**src/rtl/board_ctrl.sv**
```systemverilog
// board_ctrl: board-level support for ice40 SoC tops.
// Holds the SoC in reset after power-up, after rst and after a long press of
// button 0; debounces the board buttons; shows a page of the SoC trace bus on
// the LEDs, with button 1 stepping pages and button 2 freezing the display.
module board_ctrl #(
    parameter int POR_CYCLES      = 8388607,
    parameter int BUTTONS         = 3,
    parameter int BTN_ACTIVE_LOW  = 0,
    parameter int DEBOUNCE_CYCLES = 120000,
    parameter int HOLD_CYCLES     = 24000000,
    parameter int TRACE_W         = 12,
    parameter int LED_W           = 12,
    parameter int LED_ACTIVE_LOW  = 1,
    localparam int PAGES          = (TRACE_W + LED_W - 1) / LED_W,
    localparam int PG_W           = (PAGES > 1) ? $clog2(PAGES) : 1
) (
    input  logic               clk,
    input  logic               rst,
    input  logic [BUTTONS-1:0] btn_raw,
    input  logic [TRACE_W-1:0] trace,
    output logic               soc_rst,
    output logic [BUTTONS-1:0] btn_level,
    output logic [BUTTONS-1:0] btn_press,
    output logic [PG_W-1:0]    page,
    output logic               frozen,
    output logic [LED_W-1:0]   led
);

    localparam int POR_W  = $clog2(POR_CYCLES + 1);
    localparam int DB_W   = $clog2(DEBOUNCE_CYCLES);
    localparam int HOLD_W = $clog2(HOLD_CYCLES + 1);
    localparam int EXT_W  = PAGES * LED_W;

    // Raw pin level of an unpressed button, and LED drive level for "off".
    localparam logic [BUTTONS-1:0] BTN_INV = (BTN_ACTIVE_LOW != 0) ? '1 : '0;
    localparam logic [LED_W-1:0]   LED_INV = (LED_ACTIVE_LOW != 0) ? '1 : '0;

    generate
        if (BUTTONS < 3) begin : g_bad_buttons
            $error("board_ctrl: BUTTONS must be at least 3");
        end
        if (DEBOUNCE_CYCLES < 2) begin : g_bad_debounce
            $error("board_ctrl: DEBOUNCE_CYCLES must be at least 2");
        end
        if (POR_CYCLES < 1) begin : g_bad_por
            $error("board_ctrl: POR_CYCLES must be at least 1");
        end
    endgenerate

    logic [BUTTONS-1:0] sync1_r;
    logic [BUTTONS-1:0] sync2_r;
    logic [BUTTONS-1:0] btn_norm_s;
    logic [DB_W-1:0]    db_cnt_r [BUTTONS];
    logic [DB_W-1:0]    db_cnt_s [BUTTONS];
    logic [BUTTONS-1:0] level_r;
    logic [BUTTONS-1:0] level_s;
    logic [BUTTONS-1:0] level_d_r;
    logic [BUTTONS-1:0] press_r;
    logic [HOLD_W-1:0]  hold_cnt_r;
    logic               soft_req_r;
    logic [POR_W-1:0]   por_cnt_r;
    logic [POR_W-1:0]   por_cnt_s;
    logic               soc_rst_r;
    logic [PG_W-1:0]    page_r;
    logic               frozen_r;
    logic [TRACE_W-1:0] snap_r;
    logic [EXT_W-1:0]   ext_s;
    logic [LED_W-1:0]   view_s;
    logic [LED_W-1:0]   led_r;

    // Two-flop synchroniser; resets to the idle pin level so nothing looks pressed.
    always_ff @(posedge clk) begin
        if (rst) begin
            sync1_r <= BTN_INV;
            sync2_r <= BTN_INV;
        end else begin
            sync1_r <= btn_raw;
            sync2_r <= sync1_r;
        end
    end

    assign btn_norm_s = sync2_r ^ BTN_INV;

    // Debounce next state: the stable level flips after DEBOUNCE_CYCLES differing samples.
    always_comb begin
        level_s  = level_r;
        db_cnt_s = '{default: '0};
        for (int i = 0; i < BUTTONS; i++) begin
            if (btn_norm_s[i] != level_r[i]) begin
                if (db_cnt_r[i] == DB_W'(DEBOUNCE_CYCLES - 1)) begin
                    level_s[i]  = ~level_r[i];
                    db_cnt_s[i] = '0;
                end else begin
                    db_cnt_s[i] = db_cnt_r[i] + DB_W'(1);
                end
            end else begin
                db_cnt_s[i] = '0;
            end
        end
    end

    // Debounce state and press-edge pulse (one cycle, the cycle after the level rises).
    always_ff @(posedge clk) begin
        if (rst) begin
            db_cnt_r  <= '{default: '0};
            level_r   <= '0;
            level_d_r <= '0;
            press_r   <= '0;
        end else begin
            db_cnt_r  <= db_cnt_s;
            level_r   <= level_s;
            level_d_r <= level_r;
            press_r   <= level_r & ~level_d_r;
        end
    end

    // Long-press detector on button 0: one request per hold, re-armed by release.
    always_ff @(posedge clk) begin
        if (rst) begin
            hold_cnt_r <= '0;
            soft_req_r <= 1'b0;
        end else begin
            if (!level_r[0]) begin
                hold_cnt_r <= '0;
            end else if (hold_cnt_r < HOLD_W'(HOLD_CYCLES)) begin
                hold_cnt_r <= hold_cnt_r + HOLD_W'(1);
            end else begin
                hold_cnt_r <= hold_cnt_r;
            end
            soft_req_r <= level_r[0] && (hold_cnt_r == HOLD_W'(HOLD_CYCLES - 1));
        end
    end

    // POR counter next value: restart on a soft-reset request, else count up and saturate.
    always_comb begin
        por_cnt_s = por_cnt_r;
        if (soft_req_r) begin
            por_cnt_s = '0;
        end else if (por_cnt_r < POR_W'(POR_CYCLES)) begin
            por_cnt_s = por_cnt_r + POR_W'(1);
        end else begin
            por_cnt_s = por_cnt_r;
        end
    end

    // POR counter and registered SoC reset, high while the count is below POR_CYCLES.
    always_ff @(posedge clk) begin
        if (rst) begin
            por_cnt_r <= '0;
            soc_rst_r <= 1'b1;
        end else begin
            por_cnt_r <= por_cnt_s;
            soc_rst_r <= (por_cnt_s < POR_W'(POR_CYCLES));
        end
    end

    // Page stepping and freeze toggle; the snapshot is taken as the display freezes.
    always_ff @(posedge clk) begin
        if (rst) begin
            page_r   <= '0;
            frozen_r <= 1'b0;
            snap_r   <= '0;
        end else begin
            if (press_r[1]) begin
                page_r <= (page_r == PG_W'(PAGES - 1)) ? '0 : page_r + PG_W'(1);
            end else begin
                page_r <= page_r;
            end
            if (press_r[2]) begin
                frozen_r <= ~frozen_r;
                snap_r   <= frozen_r ? snap_r : trace;
            end else begin
                frozen_r <= frozen_r;
                snap_r   <= snap_r;
            end
        end
    end

    // Select the displayed page from the zero-padded live or frozen trace.
    always_comb begin
        ext_s              = '0;
        ext_s[TRACE_W-1:0] = frozen_r ? snap_r : trace;
        view_s             = '0;
        for (int p = 0; p < PAGES; p++) begin
            view_s = (page_r == PG_W'(p)) ? ext_s[p*LED_W +: LED_W] : view_s;
        end
    end

    // Registered LED drive with board polarity applied.
    always_ff @(posedge clk) begin
        if (rst) begin
            led_r <= LED_INV;
        end else begin
            led_r <= view_s ^ LED_INV;
        end
    end

    assign soc_rst   = soc_rst_r;
    assign btn_level = level_r;
    assign btn_press = press_r;
    assign page      = page_r;
    assign frozen    = frozen_r;
    assign led       = led_r;

endmodule

```
**config.mk**
```make
export PLATFORM = sky130hd
export DESIGN_NAME = board_ctrl
export DESIGN_NICKNAME = d
export VERILOG_FILES = /design/src/rtl/board_ctrl.sv
export SDC_FILE = /design/constraint.sdc
export NUM_CORES = 1
export LEC_CHECK = 0
export BUFFER_PORTS_ARGS = -buffer_cell sky130_fd_sc_hd__buf_2
export CAP_MARGIN = 40
export CORE_MARGIN = 2
export CORE_UTILIZATION = 52
export CTS_CLUSTER_SIZE = 16
export DETAILED_ROUTE_END_ITERATION = 10
export GPL_ROUTABILITY_DRIVEN = 0
export PLACE_DENSITY = 0.69
export SLEW_MARGIN = 10
export SYNTH_ARGS = -nofsm -noshare
export SYNTH_HDL_FRONTEND = slang
export SYNTH_SLANG_ARGS = --single-unit
export TNS_END_PERCENT = 100
```
**constraint.sdc**
```tcl
create_clock -name clk -period 2.8 [get_ports clk]
set_input_delay 0.42 -clock clk [delete_from_list [all_inputs] [get_ports clk]]
set_output_delay 0.42 -clock clk [all_outputs]
set_load 0.02 [all_outputs]
```
==> flow_summary.yaml, run 1 <==
timing:
  hold_viol: 0
  timing.max_slew.rel_slack: 0.425
  rsz0062_at_grt: "false"
  worst_clock_skew_ns: 0.00679
  fin_crit_ns: 2.33
  finalSetupViolCount: 0
  worst_slew_pin_slew_ns: 0.861
  final_max_slew_viol_count: 0
  period_share: 0.831
  setup-tns-final_ns: 0
  fmax_ghz: 0.430
critical_path:
  crit_type: "flop to flop"
  startpoint_type: "flop"
  timing.rr.end: "soc_rst"
  crit_required_ns: 3.09
  r2r_slack_ns: 0.47
  slowest_delay_ns: 0.55
  crit_fanout: 8
  crit_slowest_cell: "or4_4"
  critPathCaptureType: "flop"
  worstPathCellList: "and3_1 > nand2_2 > or4_4 > nor4b_1 > xnor2_1 > nor4bb_1 > nand4_1"
  cp_data_arrival_time_ns: 2.61
  rr_worst_depth: 7
  reg2reg_from: "por_cnt_r[2]"
  critPathLaunch: "por_cnt_r[2]"
grt:
  grt_pass1_vias: 4340
  grt_pass1_wl_mm: 18.9
  grt_start_max_net_pins: 45
  antenna_found_initial: 0
  grt_use_total: 0.186
  overflow: 0
detailed_routing:
  vias: 4520
  first_iter_violations: 203
  dr.pass1.iters: 4
  wl_per_cell_um: 13.0
  final_antenna_net_count: 0
  wl_mm: 11.1
  avgViaCountPerCell: 5.30
  route.detailed.drc: 0
power_and_ir_drop:
  power_density_nw_per_um2: 682
  p_leak_nw: 2.38
  irDropWorstVdd_v: 0.000584
floorplanning:
  start_util: 0.538
  coreArea_um2: 11000
  die_area_um2: 12200
  fp.dieW_um: 111
  boundaryPins: 38
  die_h_um: 111
  rows: 38
placement:
  io_buffer_count: 36
  placed_cell_area_um2: 6160
  dp_hpwl_mm: 7.48
yosys:
  syn_inst: 670
  synth-edff-count: 0
  ys_seq_area_frac: 0.477
  yosys_warnings: 0
  avgSynthCellArea_um2: 8.83
  synth_top_cell_by_area: "dfxtp_1"
  synth_flop_cell: "dfxtp_1"
  ys_top_cells_by_area: "dfxtp_1 48%, xor2_1 7.3%, nor2_1 7.2%"
  synth_top_area_share: 0.477
  synth_area_um2: 5910
  synth-seq-cells: 141
  synth_cell_types: 49
  synth-async-reset-ratio: 0
  synth_fp_nets: 692
worst_hold_path:
  hp-class: "input pin to flop"
  worstHoldStart: "btn_raw[0]"
  hold_depth: 2
  holdPathEnd: "sync1_r[0]"
cts:
  post_cts_resized: 0
  cts_hold_buf: 0
  clk_pin_slew_ns: 0.06
  worstSkewPairLatency_ns: 0.42
  cts_tree: "yes"
  cts_sinks: 141
  cts-buffers-inserted: 17
  post_cts_buffers: 0
  clockRootBuffer: "clkbuf_16"
  cts.path.max_buffers: 2
  cts.htree.levels: 4
run:
  maxCapViolCount: 0
cells_and_area:
  syn_to_final_growth_pct: 15.5
  nets: 722
  stdcell_area_um2: 6830
  drive_gt1_frac: 0.133
  n_antenna_cell: 0
outcome:
  status: "complete, no violations"
## critical path, delay by kind of cell, from the launching register on
family        cells  cell delay [ns]
xor+xnor          1             0.16
flops             1             0.49
simple gates      6             1.56
## report_power, final
part	leakage, nW	switching [mW]	internal, mW
clock	0.326	0.826	1.71
combinational	0.911	0.0538	0.0337
sequential	1.14	0.0101	2.03
## worst max path at each step
| stage | endpoint | depth (start not counted) |
|---|---|---|
| after floorplan | soc_rst | 8 |
| after global placement | soc_rst | 7 |
| after detailed placement | soc_rst | 7 |
| after CTS | soc_rst | 7 |
| after global routing | soc_rst | 7 |
| final | soc_rst | 7 |
## cells in the mapped netlist (5+ instances only)
master,n
nand4_1,19
nor3_1,16
inv_1,11
buf_2,5
a21oi_1,27
ha_1,5
and3_1,14
nand2_1,67
clkbuf_1,15
nand3_1,39
nor2b_1,14
mux2i_1,18
nand2b_1,7
nor2_1,113
dfxtp_1,141
nor4_1,5
xor2_1,49
or2_2,13
or3_1,9
xnor2_1,33
o21ai_0,8
## cell usage in the layout, fill, tap and decap left out, types with 2 or more instances in the layout
cell type	netlist	layout
nor4_1	5	5
xnor2_1	33	33
nand3_1	39	39
or4_4	2	2
nor3_1	16	16
nor4bb_1	2	2
mux2i_1	18	18
buf_4	1	2
clkinv_2	0	4
clkbuf_8	0	2
nand2b_1	7	7
and4_1	3	3
dfxtp_1	141	141
or3_1	9	9
and4_4	2	2
inv_1	11	11
nand4_1	19	19
clkinvlp_4	0	2
nor4b_1	2	2
nor2b_1	14	14
clkbuf_16	0	17
and3_1	14	14
bufinv_16	0	6
or2_2	13	13
nand3_2	2	2
a21oi_1	27	27
nand2_1	67	67
nor3b_1	3	3
o21ai_0	8	8
a211oi_1	2	2
buf_2	5	36
xor2_1	49	49
ha_1	5	5
nor2_1	113	113
## metrics by stage
step                hold slack [ns]  std cells  power [mW]  setup slack, ns  utilization
floorplan                     0.367        670        2.14            0.672            -
global placement              0.372        821        2.16            0.616        0.561
detailed placement            0.377        821        2.17            0.547        0.561
CTS                           0.190        853        4.70            0.495        0.622
global route                  0.209        853        4.79            0.237        0.622
finish                        0.208        853        4.66            0.472        0.622
## kinds of logic (layout without fill, tap and decap cells)
family	after synthesis	in the layout	synth area share
compound gates	44	44	0.0411
xor+xnor	82	82	0.121
fa+ha+maj	5	5	0.0106
buf+inv	38	81	0.0284
flops	141	141	0.477
mux	18	18	0.0305
other cells	1	1	0.000634
simple gates	341	341	0.290
## metal layers
| metal | global-route usage | vias to the layer above | share of wire | routed length (um) |
|---|---|---|---|---|
| li1 | - | 2299 | - | - |
| met1 | 0.217 | 2129 | 0.46 | 5150 |
| met2 | 0.321 | 73 | 0.48 | 5380 |
| met3 | 0.0499 | 19 | 0.032 | 359 |
| met4 | 0.0833 | 0 | 0.019 | 216 |
| met5 | 0 | - | 0 | 0 |
## registers in the layout, indices dropped and copies added, names as in the netlist, 12 cells and up
register and cells:
hold_cnt_r 25, snap_r 12, db_cnt_r 51, por_cnt_r 23, led 12
## layout make-up
| type | instances | area [um2] |
|---|---|---|
| multi-input combinational | 491 | 2920 |
| inverter | 11 | 41.3 |
| timing repair buffer | 38 | 195 |
| clock buffer | 20 | 457 |
| sequential | 141 | 2820 |
| tap | 140 | 175 |
| fill | 935 | 4150 |
| clock inverter | 12 | 215 |
Power figures use the tool's default switching activity.
==> inputs of run 2 (changes only) <==
- PLACE_DENSITY: 0.69 -> 0.72
- clock period: 2.8 -> 2.1 ns (I/O delays scaled with it)
==> flow_summary.yaml, run 2 (same netlist as run 1, synthesis figures left out) <==
outcome:
  status: "complete, no violations"
floorplanning:
  rows: 38
  boundaryPins: 38
  start_util: 0.538
  die_h_um: 111
  coreArea_um2: 11000
  die_area_um2: 12200
  fp.dieW_um: 111
timing:
  rsz0062_at_grt: "true"
  fin_crit_ns: 2.09
  period_share: 0.994
  timing.max_slew.rel_slack: 0.616
  finalSetupViolCount: 0
  setup-tns-final_ns: 0
  setup_slack_ns: 0.0120
  worst_slew_pin_slew_ns: 0.575
  final_max_slew_viol_count: 0
  fmax_ghz: 0.479
  hold_viol: 0
  worst_clock_skew_ns: 0.00624
  holdWs_ns: 0.112
detailed_routing:
  first_iter_violations: 263
  final_antenna_net_count: 0
  vias: 4630
  wl_mm: 11.3
  wl_per_cell_um: 13.0
  route.detailed.drc: 0
  dr.pass1.iters: 4
  avgViaCountPerCell: 5.29
critical_path:
  crit_type: "flop to flop"
  crit_required_ns: 2.39
  crit_slowest_cell: "or4_4"
  cp_top_family: "simple AND/OR/NAND/NOR gates"
  cp_data_arrival_time_ns: 2.38
  worstPathCellList: "nand3_2 > or2_4 > or4_4 > nor4b_4 > xnor2_1 > nor4bb_1 > nand4_1"
  slowest_delay_ns: 0.54
  startpoint_type: "flop"
  cp_num_buf_inv: 0
  critPathCaptureType: "flop"
  crit_fanout: 4
cells_and_area:
  regMostFlops: "db_cnt_r"
  final_core_util: 0.639
  stdcell_area_um2: 7020
  nets: 745
  n_antenna_cell: 0
  reg_top3: "db_cnt_r x51, hold_cnt_r x25, por_cnt_r x23"
  syn_to_final_growth_pct: 18.7
  fin_cells: 876
  drive_gt1_frac: 0.179
  layout_common_cells: "134 x dfxtp_1, 112 x nor2_1, 67 x nand2_1"
  largest_reg_flops: 51
  layout_commonest_cell: "dfxtp_1"
cts:
  cts_tree: "yes"
  cts.path.max_buffers: 2
  clk_pin_slew_ns: 0.05
  post_cts_buffers: 0
  worstSkewPairLatency_ns: 0.41
  cts-buffers-inserted: 17
  clockRootBuffer: "clkbuf_16"
  cts.htree.levels: 4
  cts_sinks: 141
power_and_ir_drop:
  power_frac_comb: 0.023
  finalPower_mw: 5.82
  p_int_mw: 4.69
  clock_power_share: 0.512
  power_switching_mw: 1.13
  p_leak_nw: 2.48
  power_density_nw_per_um2: 829
  irDropWorstVdd_v: 0.000721
  pwr-share-seq: 0.466
  p_sw_frac: 0.194
grt:
  overflow: 0
  grt_pass1_vias: 4435
  grt_pass1_wl_mm: 19.5
  antenna_found_initial: 0
  grt_start_max_net_pins: 33
  grt_use_total: 0.193
placement:
  dp_hpwl_mm: 7.78
  placed_cell_area_um2: 6350
  io_buffer_count: 36
  dp.cells: 844
  place_ws_ns: 0.0172
worst_hold_path:
  hp-class: "input pin to flop"
run:
  maxCapViolCount: 0
-- run 2: layer usage --
| layer | track usage | routed length (um) |
|---|---|---|
| met5 | 0 | 0 |
| met4 | 0.0883 | 227 |
| met3 | 0.0560 | 440 |
| met2 | 0.314 | 5510 |
| met1 | 0.235 | 5170 |
-- run 2: power by group through the flow --
stage	registers (mW)	clock network [mW]	logic, mW
floorplan	2.78	0	0.0637
global placement	2.77	0	0.128
detailed placement	2.77	0	0.131
CTS	2.71	3.04	0.132
global route	2.71	3.17	0.145
finish	2.71	2.98	0.132
-- run 2: what timing repair did --
item                       in CTS  in global routing
hold buffers                    0                  0
resized for setup               0                 15
setup endpoints to repair       0                 13
-- run 2: final cells by class --
class	instances	area, um2
tap	140	175
multi-input combinational	491	2990
inverter	11	41.3
clock inverter	5	77.6
clock buffer	27	523
sequential	141	2830
timing repair buffer	61	380
fill	871	3970
-- run 2: path summary, 6_finish.rpt --
kind | startpoint | end | slack, ns | cells after the start
max reg2reg | por_cnt_r[22] | soc_rst | 0.01 | 7
min | btn_raw[0] | sync1_r[0] | 0.11 | 2
min reg2reg | level_d_r[0] | btn_press[0] | 0.38 | 1
max | por_cnt_r[22] | soc_rst | 0.01 | 7
-- run 2: worst reg2reg max path: cells and delay by family (launching register included) --
kind	cells	cell delay, ns
AND/OR/NAND/NOR	6	1.45
flip-flops	1	0.34
XOR/XNOR	1	0.17
